## config.mk

```make
export PLATFORM = sky130hd
export DESIGN_NAME = instr_sequencer
export DESIGN_NICKNAME = d
export VERILOG_FILES = /design/src/rtl/instr_sequencer.sv
export SDC_FILE = /design/constraint.sdc
export NUM_CORES = 1
export LEC_CHECK = 0
export CORE_MARGIN = 2
export CORE_UTILIZATION = 33
export DETAILED_ROUTE_END_ITERATION = 12
export PLACE_DENSITY_LB_ADDON = 0.15
export SYNTH_ARGS = -nofsm -noshare
export SYNTH_HDL_FRONTEND = slang
export SYNTH_SLANG_ARGS = --single-unit
```

## constraint.sdc

```tcl
create_clock -name CLK -period 1.9 [get_ports CLK]
set_clock_uncertainty 0.15 [all_clocks]
set_input_delay 0.285 -clock CLK [delete_from_list [all_inputs] [get_ports CLK]]
set_output_delay 0.285 -clock CLK [all_outputs]
set_load 0.02 [all_outputs]
```

## src/rtl/instr_sequencer.sv

```systemverilog
// rtl/instr_sequencer.sv - fetch/decode/execute control FSM driving PC, ROM, MIR and datapath strobes
// Outputs are decoded from the state and the MIR fields, so reset clears them asynchronously.
module instr_sequencer #(
  parameter int ADDR_W       = 5,
  parameter int IMM_W        = 7,
  parameter int RESET_VECTOR = 0
) (
  input  logic              CLK,
  input  logic              RST_N,
  input  logic [3:0]        OPCODE,
  input  logic              I_Flag,
  input  logic [IMM_W-1:0]  ImediateADDR,
  input  logic              ZERO,
  input  logic              CARRY,
  output logic              ROM_CS,
  output logic              ROM_OE,
  output logic              IR_EN,
  output logic              PC_EN,
  output logic              LOAD_EN,
  output logic [ADDR_W-1:0] InstADDR,
  output logic [IMM_W-1:0]  RAM_ADDR,
  output logic              RAM_CS,
  output logic              RAM_OE,
  output logic              RAM_WS,
  output logic [3:0]        ALU_OP,
  output logic              SRC_IMM,
  output logic              ACC_EN,
  output logic              FLAG_EN,
  output logic              ILLEGAL,
  output logic              HALTED
);

  typedef enum logic [2:0] {
    S_RST, S_BOOT, S_FETCH, S_LATCH, S_DECODE, S_EXEC1, S_EXEC2, S_HALT
  } state_t;

  localparam logic [3:0] OP_LDA = 4'h1;
  localparam logic [3:0] OP_STA = 4'h2;
  localparam logic [3:0] OP_JMP = 4'h9;
  localparam logic [3:0] OP_JZ  = 4'hA;
  localparam logic [3:0] OP_JC  = 4'hB;
  localparam logic [3:0] OP_HLT = 4'hF;

  state_t state;
  logic   is_alu;
  logic   is_sta;
  logic   is_lda;
  logic   is_reserved;
  logic   branch_taken;

  assign is_alu       = (OPCODE == OP_LDA) || (OPCODE inside {[4'h3:4'h8]});
  assign is_sta       = (OPCODE == OP_STA);
  assign is_lda       = (OPCODE == OP_LDA);
  assign is_reserved  = (OPCODE inside {[4'hC:4'hE]});
  assign branch_taken = (OPCODE == OP_JMP) || ((OPCODE == OP_JZ) && ZERO) ||
                        ((OPCODE == OP_JC) && CARRY);

  always_ff @(posedge CLK or negedge RST_N) begin
    if (!RST_N) begin
      state <= S_RST;
    end else begin
      case (state)
        S_RST:    state <= S_BOOT;
        S_BOOT:   state <= S_FETCH;
        S_FETCH:  state <= S_LATCH;
        S_LATCH:  state <= S_DECODE;
        S_DECODE: begin
          if (OPCODE == OP_HLT)        state <= S_HALT;
          else if (is_alu || is_sta)   state <= S_EXEC1;
          else                         state <= S_FETCH;
        end
        // Only memory-sourced ALU/LDA ops need the second RAM read cycle.
        S_EXEC1:  state <= (is_alu && !I_Flag) ? S_EXEC2 : S_FETCH;
        S_EXEC2:  state <= S_FETCH;
        S_HALT:   state <= S_HALT;
        default:  state <= S_RST;
      endcase
    end
  end

  always_comb begin
    ROM_CS   = 1'b0;
    ROM_OE   = 1'b0;
    IR_EN    = 1'b0;
    PC_EN    = 1'b0;
    LOAD_EN  = 1'b0;
    InstADDR = '0;
    RAM_ADDR = '0;
    RAM_CS   = 1'b0;
    RAM_OE   = 1'b0;
    RAM_WS   = 1'b0;
    ALU_OP   = 4'h0;
    SRC_IMM  = 1'b0;
    ACC_EN   = 1'b0;
    FLAG_EN  = 1'b0;
    ILLEGAL  = 1'b0;
    HALTED   = 1'b0;
    case (state)
      S_BOOT: begin
        PC_EN    = 1'b1;
        LOAD_EN  = 1'b1;
        InstADDR = ADDR_W'(RESET_VECTOR);
      end
      S_FETCH: begin
        ROM_CS = 1'b1;
        ROM_OE = 1'b1;
      end
      S_LATCH: begin
        ROM_CS = 1'b1;
        ROM_OE = 1'b1;
        IR_EN  = 1'b1;
      end
      S_DECODE: begin
        PC_EN   = (OPCODE != OP_HLT);
        ILLEGAL = is_reserved;
        if (branch_taken) begin
          LOAD_EN  = 1'b1;
          InstADDR = ImediateADDR[ADDR_W-1:0];
        end
      end
      S_EXEC1: begin
        ALU_OP = OPCODE;
        if (is_sta) begin
          RAM_CS   = 1'b1;
          RAM_WS   = 1'b1;
          RAM_ADDR = ImediateADDR;
        end else if (is_alu && I_Flag) begin
          SRC_IMM = 1'b1;
          ACC_EN  = 1'b1;
          FLAG_EN = !is_lda;
        end else if (is_alu) begin
          RAM_CS   = 1'b1;
          RAM_OE   = 1'b1;
          RAM_ADDR = ImediateADDR;
        end
      end
      S_EXEC2: begin
        ALU_OP   = OPCODE;
        RAM_CS   = 1'b1;
        RAM_OE   = 1'b1;
        RAM_ADDR = ImediateADDR;
        ACC_EN   = 1'b1;
        FLAG_EN  = !is_lda;
      end
      S_HALT: HALTED = 1'b1;
      default: ;
    endcase
  end

endmodule

```

==> qor.csv <==
metric,value,unit
biggest regs,state x3,
Initial Utilization,0.349,
"Cell Chain, Critical Path","or3b_4, nor4_4, buf_4, and2_4, buf_6",
Via-to-Cell Ratio,4.84,
"Clk Latency, worst-skew pair",0.23,ns
Root Driver,clkbuf_4,
die area,2190,um^2
crit path max-delay cell type,or3b_4,
first-pass GRT wire length,3020,um
"Distinct cells, synth",38,
1st-iter DRT viols,15,
"Seq/Total Area, Yosys",0.124,
Post-DRT Antenna Nets,0,
vias in the first global route,696,
fmax,484,MHz
register bit count reported by yosys,3,
largest register by flop count,state,
Pleak,0.000614,uW
"critical path fanouts, max",5,
violated checks,setup timing,
number of I/O pins,45,
Pins Over Slew Limit,0,
synthesized instance count,80,
Num CTS Buffers,3,
Worst Setup Start Kind,register,
end of the critical path,InstADDR[2],
gr ovfl total,0,
H-tree depth,1,
Post-Layout Cell Count,170,
R2R setup slack,0.36,ns
DP Cell Count,159,
Final Util,0.760,
layout cells sized above 1,0.572,
power density over cell area,218,nW/um^2
outcome,"finished, violations left",
initial antenna violation count,0,
first-pass iteration count of the detailed router,6,
RSZ-0062 raised after global routing,true,
top-count cell post-synth,nor2_1,
RR Endpoint,state[2],
Synth Flop Type,dfrtp_1,
synthesized cell area,603,um^2
"Warnings, synthesis",0,
max_cap viols,0,
worst slew pin tran,0.377,ns
overall routing resource usage,0.193,
largest net degree at the start of global routing,15,
Peak supply drop,0.149,mV
most area-consuming cells after synthesis,"dfrtp_1, a21boi_0, and3_1",
Final WS setup,-0.167,ns
average routed wire per standard cell,13.3,um
crit path kind,reg -> out,
# rows,15,
number of flops mapped to enable cells by yosys,0,
synth cell count leaders,"nor2_1, and3_1, a21boi_0, and2_1",
Avg Inst Size Synth,7.54,um^2
post-layout min period,2.07,ns
cts hold-fix bufs,0,
Die H,46.8,um
slew margin rel.,0.748,
"Clk pin slew, worst setup/hold paths",0.04,ns
clock buffer depth,2,
Port Buffers,44,
Worst R2R Start,state[0],
Hold Fails Final Rpt,0,
CP startpoint,state[0],
Synth top area share,0.124,
Syn Nets,96,
Setup Viol. Count Final,18,
ANT cells,0,
drt drc,0,
Die Width,46.8,um
Largest register FFs,3,
delay of the slowest cell on the worst path,0.43,ns
CTS tree,built,
Synth area leader,dfrtp_1,
FF-to-FF path depth,5,
RD Place Congestion,0.762,
P&R area growth vs syn,118,%
worst min-delay path class,in -> async,
Routed WL,2260,um
Crit path arrival time,1.63,ns
Critical Path RT,1.46,ns
CTS Sinks,3,
async set-reset flop share out of synthesis,1.00,
fin crit share,1.09,
core area,1730,um^2
final net count,162,
Detail Placement HPWL,1580,um
vias,823,
Critical Path Sink Type,output port,
-- cell type report --
cell class	instances	area, um^2
clock buffer	4	26.3
fill	142	414
inverter	1	3.75
multi-input combinational	67	584
sequential	3	75.1
tap	25	31.3
timing repair buffer	70	592
-- timing repair --
item / 4_1_cts / 5_1_grt
gates resized for setup: 163 / 18
pin swaps: 19 / 6
setup buffers: 5 / 3
setup endpoints to repair: 29 / 25
-- stage by stage --
| step | setup TNS [ns] | power, uW | area, um^2 | worst slack [ns] | hold slack [ns] |
|---|---|---|---|---|---|
| 6_report | -1.55 | 287 | 1310 | -0.167 | 0.0813 |
| 2_1_floorplan | -0.315 | 105 | 603 | -0.0629 | -0.161 |
| 3_3_place_gp | -15.18 | 155 | 1170 | -0.764 | 0.321 |
| 3_5_place_dp | -15.98 | 158 | 1170 | -0.786 | 0.326 |
| 4_1_cts | -1.50 | 282 | 1270 | -0.165 | 0.0850 |
| 5_1_grt | -3.06 | 308 | 1310 | -0.234 | 0.0667 |
-- cells in the final DEF (no fill, tap or decap), types with 2 or more instances in the layout --
| master | n |
|---|---|
| nand3b_1 | 3 |
| and3_1 | 6 |
| nor2_1 | 7 |
| dfrtp_1 | 3 |
| nor2b_1 | 2 |
| nand2_1 | 3 |
| buf_4 | 33 |
| nand2b_1 | 2 |
| and2_4 | 5 |
| a21boi_1 | 8 |
| clkdlybuf4s50_1 | 9 |
| buf_2 | 2 |
| a21oi_1 | 2 |
| dlygate4sd2_1 | 7 |
| o21ai_2 | 2 |
| buf_6 | 13 |
| clkbuf_4 | 3 |
| clkbuf_2 | 5 |
| o31ai_2 | 2 |
-- worst min-delay path by stage --
stage                          end  slack, ns  cells past startpoint
after floorplan           state[0]      -0.16                      0
after global placement    state[0]       0.32                      1
after detailed placement  state[0]       0.33                      1
after CTS                 state[0]       0.08                      1
after global routing      state[0]       0.07                      1
final                     state[0]       0.08                      1
-- power by group --
| part | internal, uW | total, uW | switching (uW) |
|---|---|---|---|
| Sequential | 64.2 | 64.2 | 0 |
| Clock | 78.8 | 114 | 35.3 |
| Combinational | 60.8 | 108 | 47.5 |
-- cell families after synthesis --
group / share of synthesized area
xor gates and xnor gates: 0.0145
buffers and inverters: 0.0892
DFF: 0.124
AOI/OAI and AO/OA: 0.355
and+or+nand+nor: 0.417
-- critical path: cells and delay by family (launching register included) --
kind | cells | cell delay (ns)
AND/OR/NAND/NOR | 3 | 0.73
flip-flops | 1 | 0.37
buffers and inverters | 2 | 0.30
-- per-layer routing --
layer	GRT usage	part of all wire	vias up
li1	-	-	416
met1	0.236	0.43	391
met2	0.350	0.54	16
met3	0.0462	0.027	0
met4	0.0333	0	0
met5	0	0	-
Power figures use the tool's default switching activity.
